[src/rtl/goc_tx_arbiter.sv]
// goc_tx_arbiter: two-requester arbiter in front of a single PWM transmitter.
// A requester with a complete frame is granted the transmitter. The arbiter
// holds the grant until the transmitter reports the last bit or the transmit
// watchdog expires. After release it enforces a programmable idle gap.
// Round-robin fairness is kept by a one-bit pointer that moves to the
// requester that did not own the last frame.
//
// Handshake semantics (transmitter side): tx_empty/tx_din describe the granted
// requester's character FIFO head. A character is consumed in every cycle
// where tx_re is high and a requester is granted. rq_re[i] is that same
// strobe steered to requester i. With no grant, tx_empty is forced high,
// tx_din is zero, and tx_re has no effect.
module goc_tx_arbiter #(
  parameter int WDOG_W = 20
) (
  input  logic        clk,
  input  logic        reset,
  input  logic [1:0]  rq_frame_req,
  input  logic [8:0]  rq_data0,
  input  logic [8:0]  rq_data1,
  input  logic [1:0]  rq_empty,
  output logic [1:0]  rq_re,
  output logic [8:0]  tx_din,
  input  logic        tx_re,
  output logic        tx_empty,
  output logic        tx_start,
  input  logic        tx_done,
  input  logic [15:0] gap_cycles,
  output logic [1:0]  grant,
  output logic [1:0]  frame_done,
  output logic [1:0]  frame_abort,
  output logic        busy,
  output logic [1:0]  fsm_state
);

  typedef enum logic [1:0] {
    S_IDLE  = 2'd0,
    S_START = 2'd1,
    S_XFER  = 2'd2,
    S_GAP   = 2'd3
  } state_t;

  // The watchdog counts XFER cycles starting at 0. Timing out when it sits at
  // 2^WDOG_W-2 means the frame has used 2^WDOG_W-1 XFER cycles.
  localparam logic [WDOG_W-1:0] WDOG_LAST = {{(WDOG_W-1){1'b1}}, 1'b0};
  localparam logic [WDOG_W-1:0] WDOG_ONE  = {{(WDOG_W-1){1'b0}}, 1'b1};
  localparam logic [WDOG_W-1:0] WDOG_ZERO = '0;

  state_t            state;
  state_t            state_next;
  logic [1:0]        grant_next;
  logic              rr;
  logic              rr_next;
  logic [WDOG_W-1:0] wdog;
  logic [WDOG_W-1:0] wdog_next;
  logic [15:0]       gap_cnt;
  logic [15:0]       gap_next;
  logic [1:0]        done_next;
  logic [1:0]        abort_next;
  logic [1:0]        pick;
  logic              timeout;
  logic              finish;

  // Register all FSM state and the registered pulse outputs.
  always_ff @(posedge clk) begin
    if (reset) begin
      state       <= S_IDLE;
      grant       <= 2'b00;
      rr          <= 1'b0;
      wdog        <= WDOG_ZERO;
      gap_cnt     <= 16'd0;
      frame_done  <= 2'b00;
      frame_abort <= 2'b00;
    end else begin
      state       <= state_next;
      grant       <= grant_next;
      rr          <= rr_next;
      wdog        <= wdog_next;
      gap_cnt     <= gap_next;
      frame_done  <= done_next;
      frame_abort <= abort_next;
    end
  end

  // Choose a winner among pending requesters; rr breaks ties.
  always_comb begin
    pick = 2'b00;
    case (rq_frame_req)
      2'b01:   pick = 2'b01;
      2'b10:   pick = 2'b10;
      2'b11:   pick = rr ? 2'b10 : 2'b01;
      default: pick = 2'b00;
    endcase
  end

  // Next-state logic: the frame ends on tx_done, otherwise on the watchdog.
  always_comb begin
    state_next = state;
    grant_next = grant;
    rr_next    = rr;
    wdog_next  = wdog;
    gap_next   = gap_cnt;
    done_next  = 2'b00;
    abort_next = 2'b00;
    timeout    = (state == S_XFER) && (wdog == WDOG_LAST);
    finish     = (state == S_XFER) && (tx_done || timeout);

    case (state)
      S_IDLE: begin
        if (rq_frame_req != 2'b00) begin
          grant_next = pick;
          state_next = S_START;
        end
      end
      S_START: begin
        wdog_next  = WDOG_ZERO;
        state_next = S_XFER;
      end
      S_XFER: begin
        wdog_next = wdog + WDOG_ONE;
        if (finish) begin
          // A timeout that coincides with tx_done is treated as a success.
          if (tx_done) begin
            done_next = grant;
          end else begin
            abort_next = grant;
          end
          grant_next = 2'b00;
          rr_next    = grant[0];
          wdog_next  = WDOG_ZERO;
          if (gap_cycles == 16'd0) begin
            state_next = S_IDLE;
            gap_next   = 16'd0;
          end else begin
            state_next = S_GAP;
            gap_next   = gap_cycles;
          end
        end
      end
      S_GAP: begin
        if (gap_cnt <= 16'd1) begin
          gap_next   = 16'd0;
          state_next = S_IDLE;
        end else begin
          gap_next = gap_cnt - 16'd1;
        end
      end
      default: begin
        state_next = S_IDLE;
        grant_next = 2'b00;
      end
    endcase
  end

  // Steer the transmitter datapath from the current grant.
  always_comb begin
    tx_din   = 9'd0;
    tx_empty = 1'b1;
    rq_re    = 2'b00;
    if (grant[0]) begin
      tx_din   = rq_data0;
      tx_empty = rq_empty[0];
      rq_re    = {1'b0, tx_re};
    end else if (grant[1]) begin
      tx_din   = rq_data1;
      tx_empty = rq_empty[1];
      rq_re    = {tx_re, 1'b0};
    end
  end

  assign tx_start  = (state == S_START);
  assign busy      = (state != S_IDLE);
  assign fsm_state = state;

endmodule
[config.mk]
export PLATFORM = sky130hd
export DESIGN_NAME = goc_tx_arbiter
export DESIGN_NICKNAME = d
export VERILOG_FILES = /design/src/rtl/goc_tx_arbiter.sv
export SDC_FILE = /design/constraint.sdc
export NUM_CORES = 1
export LEC_CHECK = 0
export CAP_MARGIN = 5
export CORE_ASPECT_RATIO = 1.5
export CORE_MARGIN = 8
export CORE_UTILIZATION = 35
export CTS_CLUSTER_SIZE = 30
export DETAILED_ROUTE_END_ITERATION = 10
export PLACE_DENSITY = 0.58
export SLEW_MARGIN = 15
export SYNTH_ARGS = -nofsm -noshare
export SYNTH_HDL_FRONTEND = slang
export SYNTH_SLANG_ARGS = --single-unit
[constraint.sdc]
create_clock -name clk -period 2.5 [get_ports clk]
set_input_delay 0.25 -clock clk [delete_from_list [all_inputs] [get_ports clk]]
set_output_delay 0.25 -clock clk [all_outputs]
set_load 0.02 [all_outputs]
==> results of run 1 <==
## sequential cells by signal, summed over array words and instances (netlist names)
name	count
grant	2
rr	1
gap_cnt	16
frame_done	2
wdog	20
frame_abort	2
fsm_state	2
## path summary, 6_finish.rpt
path | endpoint | start | slack, ns | cells past startpoint
worst max register to register | wdog[18] | fsm_state[1] | 0.24 | 8
worst min register to register | gap_cnt[7] | gap_cnt[7] | 0.48 | 2
worst max-delay path | wdog[18] | fsm_state[1] | 0.24 | 8
worst min-delay path | gap_cnt[7] | gap_cnt[7] | 0.48 | 2
## cell usage after synthesis, drive strengths merged, types with 7 or more instances
| cell type | count | area, sq um |
|---|---|---|
| a211oi | 7 | 52.6 |
| a21oi | 17 | 85.1 |
| a22o | 11 | 96.3 |
| and3 | 11 | 68.8 |
| clkbuf | 9 | 33.8 |
| dfxtp | 45 | 901 |
| ha | 9 | 113 |
| inv | 9 | 33.8 |
| nand2 | 24 | 92.6 |
| nand3 | 8 | 40.0 |
| nor2 | 44 | 165 |
| nor3 | 12 | 60.1 |
| nor4 | 8 | 56.3 |
| o21ai | 20 | 111 |
| xnor2 | 9 | 78.8 |
| xor2 | 13 | 114 |
## power breakdown
group          switching (W)  internal (W)
Sequential         0.0000999      0.000810
Combinational       0.000937      0.000705
Clock               0.000268      0.000202
Total                0.00131       0.00172
## routing by layer
metal  share of wire [%]  global-route usage [%]  routed length [microns]
met1                  38                    15.1                     2980
met2                  55                    29.3                     4280
met3                 5.0                    3.46                      393
met4                 2.4                    7.27                      188
met5                   0                       0                        0
## area by class of cell
class,count,share of cell area (%)
clock inverter,3,0.727
inverter,11,1.20
tap,80,2.91
multi-input combinational,245,44.9
timing repair buffer,80,22.0
clock buffer,5,2.00
sequential,45,26.2
## critical path: stages, from the launching register on
cell and delay (ns):
dfxtp_1 0.40, inv_1 0.12, ha_1 0.42, and3_1 0.29, nand2_1 0.14, or3_1 0.39
nor3_1 0.21, xnor2_1 0.14, nor2_1 0.05
## per-stage QoR
stage | cell area [sq um] | std cells | hold WS [ns]
after floorplan | 2530 | 313 | 0.403
after global placement | 3340 | 461 | 0.470
after detailed placement | 3340 | 461 | 0.469
after CTS | 3440 | 469 | 0.482
after global routing | 3440 | 469 | 0.510
final | 3440 | 469 | 0.483
## kinds of logic (layout without fill, tap and decap cells)
group	count (synthesis)	in the layout	synth area share (%)
simple gates	131	131	25.9
xor+xnor	22	22	7.61
buf+inv	23	99	3.56
flops	45	45	35.6
fa+ha+maj	9	9	4.44
mux	1	1	0.395
compound gates	82	82	22.5
==> out/metrics.yaml, run 1 <==
global_routing:
  grt_pass1_vias: 2602
  track_usage_pct: 15.4
  overflow: 0
  grt_pass1_wl_microns: 12600
  grt_start_max_net_pins: 18
  antenna_found_initial: 0
status:
  status: "finished, final reports clean"
sta:
  worst_pin_slew_ns: 0.565
  postLayoutSetupSlackWorst_ns: 0.244
  finalSetupViolCount: 0
  fmax_ghz: 0.443
  period_needed_ns: 2.26
  slew_headroom_pct: 62.3
  hold_viol_final: 0
  report.final.slew_viol_count: 0
  period_share_pct: 90.2
  rsz0062_at_grt: "false"
  skew_ns: 0.0138
  tns_ns: 0
routing:
  drc: 0
  ant_nets: 0
  vias_per_cell: 5.42
  vias: 2544
  wl_microns: 7840
  wire_per_inst_microns: 16.7
  first_iter_violations: 112
  firstDrtPassIters: 4
clock_network:
  hold_buffers: 0
  numCtsBuffers: 5
  cts_resized: 0
  clock_latency_ns: 0.30
  cts_tree: "done"
  ctsRootBufferMaster: "clkbuf_8"
  post-cts-setup-buffers: 0
  htreeDepth: 2
  clk_pin_slew_ns: 0.10
  clockBufferDepth: 2
  numClockSinks: 45
worst_hold_path:
  hold_class: "reg2reg"
layout:
  seq_area_sq_um: 901
  multiInputGateArea_sq_um: 1550
  antennaDiodeCount: 0
  syn_to_final_growth_pct: 35.8
  final_cell_mix: "63 x clkdlybuf4s50_1, 45 x dfxtp_1, 44 x nor2_1, 23 x nand2_1, 18 x o21ai_0"
  final_common_cell: "clkdlybuf4s50_1"
  nFillCells: 727
  fin_nets: 439
  utilization_pct: 48.2
  layout-drive-gt1-share_pct: 8.48
worst_setup_path:
  endpoint_kind: "register"
  path_max_fanout: 7
  path_class: "reg2reg"
  arrival_ns: 2.46
  startpoint_type: "register"
  crit_required_ns: 2.70
floorplanning:
  fp.dieW_microns: 85.5
  die_area_sq_um: 10300
  initial_utilization_pct: 35.5
  core_sq_um: 7130
  pin_count: 64
  num_rows: 38
  die_y_microns: 120
yosys:
  ys_types: 50
  synth_nets: 364
  async_flop_share_pct: 0
  ys_ff_latch: 45
  postSynthCellCount: 313
  ys_seq_area_share_pct: 35.6
  ys.flop_type: "dfxtp_1"
  synth.avg_cell_area_sq_um: 8.09
  yosysWarnings: 0
  netlist_area_sq_um: 2530
  synth_edf_count: 0
placed_design:
  io_buffers: 63
  place.detailed.hpwl_microns: 6250
  dp_slack_ns: 0.205
  place.gp.congestion: 0.871
pwr:
  power_density_nw_per_um2: 878
  fin_total_pwr_w: 0.00302
  leakage_nw: 1.28
  peakVddDrop_uv: 301
run:
  drv_cap: 0
No activity file was read; power rests on OpenSTA's default activity.
==> run 2: changes to the inputs <==
--- a/config.mk
+++ b/config.mk
@@ -8,10 +8,10 @@
 export CAP_MARGIN = 5
 export CORE_ASPECT_RATIO = 1.5
 export CORE_MARGIN = 8
-export CORE_UTILIZATION = 35
+export CORE_UTILIZATION = 25
 export CTS_CLUSTER_SIZE = 30
 export DETAILED_ROUTE_END_ITERATION = 10
-export PLACE_DENSITY = 0.58
+export PLACE_DENSITY = 0.44
 export SLEW_MARGIN = 15
 export SYNTH_ARGS = -nofsm -noshare
 export SYNTH_HDL_FRONTEND = slang
==> run 2 against run 1 <==
First-iteration DRC count decreased by 27%. Worst setup slack improved by 0.016 ns. Routed wire length increased by 9.2%. Final cell count increased by 8.1%. Count of clock-buffer cells in the layout unchanged. Sequential cell count unchanged. Die area increased by 33%. Maximum frequency increased by 0.73%. Critical endpoint is now gap_cnt[3]. Largest power group unchanged.
==> out/metrics.yaml, run 2 (synthesis results as in run 1) <==
status:
  status: "finished, final reports clean"  # unchanged
run:
  drv_cap: 0  # unchanged
clock_network:
  ctsRootBufferMaster: "clkbuf_16"  # was clkbuf_8
  htreeDepth: 2  # unchanged
  clk_pin_slew_ns: 0.07  # was 0.10 ns
  clock_latency_ns: 0.29  # was 0.30 ns
  hold_buffers: 0  # unchanged
  cts_resized: 0  # unchanged
  numCtsBuffers: 5  # unchanged
  cts_tree: "done"  # unchanged
  numClockSinks: 45  # unchanged
  clockBufferDepth: 2  # unchanged
  post-cts-setup-buffers: 0  # unchanged
placed_design:
  place.gp.congestion: 0.834  # was 0.871
  place.detailed.hpwl_microns: 6810  # was 6250 microns
  postPlaceCellArea_sq_um: 3400  # was 3340 sq um
  dp_slack_ns: 0.254  # was 0.205 ns
  io_buffers: 63  # unchanged
routing:
  vias: 2522  # was 2544
  firstDrtPassIters: 4  # unchanged
  wl_microns: 8570  # was 7840 microns
  first_iter_violations: 82  # was 112
  wire_per_inst_microns: 16.9  # was 16.7 microns
  drc: 0  # unchanged
  ant_nets: 0  # unchanged
  vias_per_cell: 4.97  # was 5.42
layout:
  layout-drive-gt1-share_pct: 8.46  # was 8.48%
  utilization_pct: 35.6  # was 48.2%
  nFillCells: 1065  # was 727
  largestRegisters: "wdog: 20 flops, gap_cnt: 16 flops"  # unchanged
  seq_area_sq_um: 901  # unchanged
  final_common_cell: "clkdlybuf4s50_1"  # unchanged
  regMostFlops: "wdog"  # unchanged
  antennaDiodeCount: 0  # unchanged
  multiInputGateArea_sq_um: 1540  # was 1550 sq um
  fin_nets: 440  # was 439
  syn_to_final_growth_pct: 40.9  # was 35.8%
  final_cell_mix: "63 x clkdlybuf4s50_1, 45 x dfxtp_1, 44 x nor2_1, 23 x nand2_1"  # was 63 x clkdlybuf4s50_1, 45 x dfxtp_1, 44 x nor2_1, 23 x nand2_1, 18 x o21ai_0
  largest_reg_flops: 20  # unchanged
  fin_area_sq_um: 3570  # was 3440 sq um
sta:
  period_needed_ns: 2.24  # was 2.26 ns
  fmax_ghz: 0.446  # was 0.443 GHz
  hold_viol_final: 0  # unchanged
  rsz0062_at_grt: "false"  # unchanged
  worst_pin_slew_ns: 0.931  # was 0.565 ns
  finalSetupViolCount: 0  # unchanged
  report.final.slew_viol_count: 0  # unchanged
  skew_ns: 0.00612  # was 0.0138 ns
  postLayoutSetupSlackWorst_ns: 0.260  # was 0.244 ns
  tns_ns: 0  # unchanged
  slew_headroom_pct: 37.5  # was 62.3%
  period_share_pct: 89.6  # was 90.2%
floorplanning:
  pin_count: 64  # unchanged
  fp.dieW_microns: 98.2  # was 85.5 microns
  initial_utilization_pct: 25.3  # was 35.5%
  die_y_microns: 139  # was 120 microns
  num_rows: 45  # was 38
  core_sq_um: 10000  # was 7130 sq um
  die_area_sq_um: 13700  # was 10300 sq um
global_routing:
  track_usage_pct: 12.6  # was 15.4%
  overflow: 0  # unchanged
  grt_pass1_wl_microns: 13500  # was 12600 microns
  antenna_found_initial: 0  # unchanged
  grt_pass1_vias: 2544  # was 2602
  grt_start_max_net_pins: 20  # was 18
pwr:
  peakVddDrop_uv: 292  # was 301 uV
  power_density_nw_per_um2: 948  # was 878 nW/um^2
  fin_total_pwr_w: 0.00338  # was 0.00302 W
  leakage_nw: 1.32  # was 1.28 nW
worst_setup_path:
  slowest_stage: "o41a_1"  # was ha_1
  cp_cell_sequence: "inv_1 > ha_1 > nand3_1 > o41a_1 > a21oi_1 > o21ai_0 > a32o_1"  # was inv_1 > ha_1 > and3_1 > nand2_1 > or3_1 > nor3_1 > xnor2_1 > nor2_1
  critical_path_buf_inv_count: 1  # unchanged
  endpoint_kind: "register"  # unchanged
  arrival_ns: 2.43  # was 2.46 ns
  path_max_fanout: 7  # unchanged
  path_class: "reg2reg"  # unchanged
  cp_top_family: "compound AO/OA/AOI/OAI gates"  # was simple AND/OR/NAND/NOR gates
  max_stage_delay_ns: 0.58  # was 0.42 ns
  startpoint_type: "register"  # unchanged
  crit_required_ns: 2.69  # was 2.70 ns
worst_hold_path:
  hold_class: "reg2reg"  # unchanged
## run 2: layout make-up
| cell class | instances | area share, % |
|---|---|---|
| multi-input combinational | 245 | 43.2 |
| sequential | 45 | 25.2 |
| timing repair buffer | 81 | 21.5 |
| tap | 117 | 4.10 |
| clock buffer | 5 | 3.51 |
| clock inverter | 3 | 1.33 |
| inverter | 11 | 1.16 |
## run 2: through the flow
stage / instances / hold slack (ns)
3_3_place_gp: 499 / 0.469
3_5_place_dp: 499 / 0.471
5_1_grt: 507 / 0.500
2_1_floorplan: 313 / 0.403
4_1_cts: 507 / 0.481
6_report: 507 / 0.481
## run 2: path summary, 6_finish.rpt
kind,from,slack (ns),cells past startpoint,to
worst min-delay path,gap_cnt[7],0.48,2,gap_cnt[7]
worst min register to register,gap_cnt[7],0.48,2,gap_cnt[7]
worst max-delay path,fsm_state[0],0.26,7,gap_cnt[3]
worst max register to register,fsm_state[0],0.26,7,gap_cnt[3]
## run 2: metal layers
metal	GRT usage, %	part of all wire (%)	wire length [microns]	up-vias
li1	-	-	-	1290
met1	12.7	39	3300	1168
met2	23.2	53	4580	48
met3	2.65	4.0	340	16
met4	7.47	4.1	352	0
met5	0	0	0	-
## run 2: worst min-delay path, delay by kind of cell, from the launching register on
kind               cells  cell delay (ns)
DFF                    1             0.31
AOI/OAI and AO/OA      2             0.13
## run 2: power by group
group	switching [W]	internal [W]
logic	0.000967	0.000711
clock network	0.000310	0.000479
registers	0.000105	0.000811
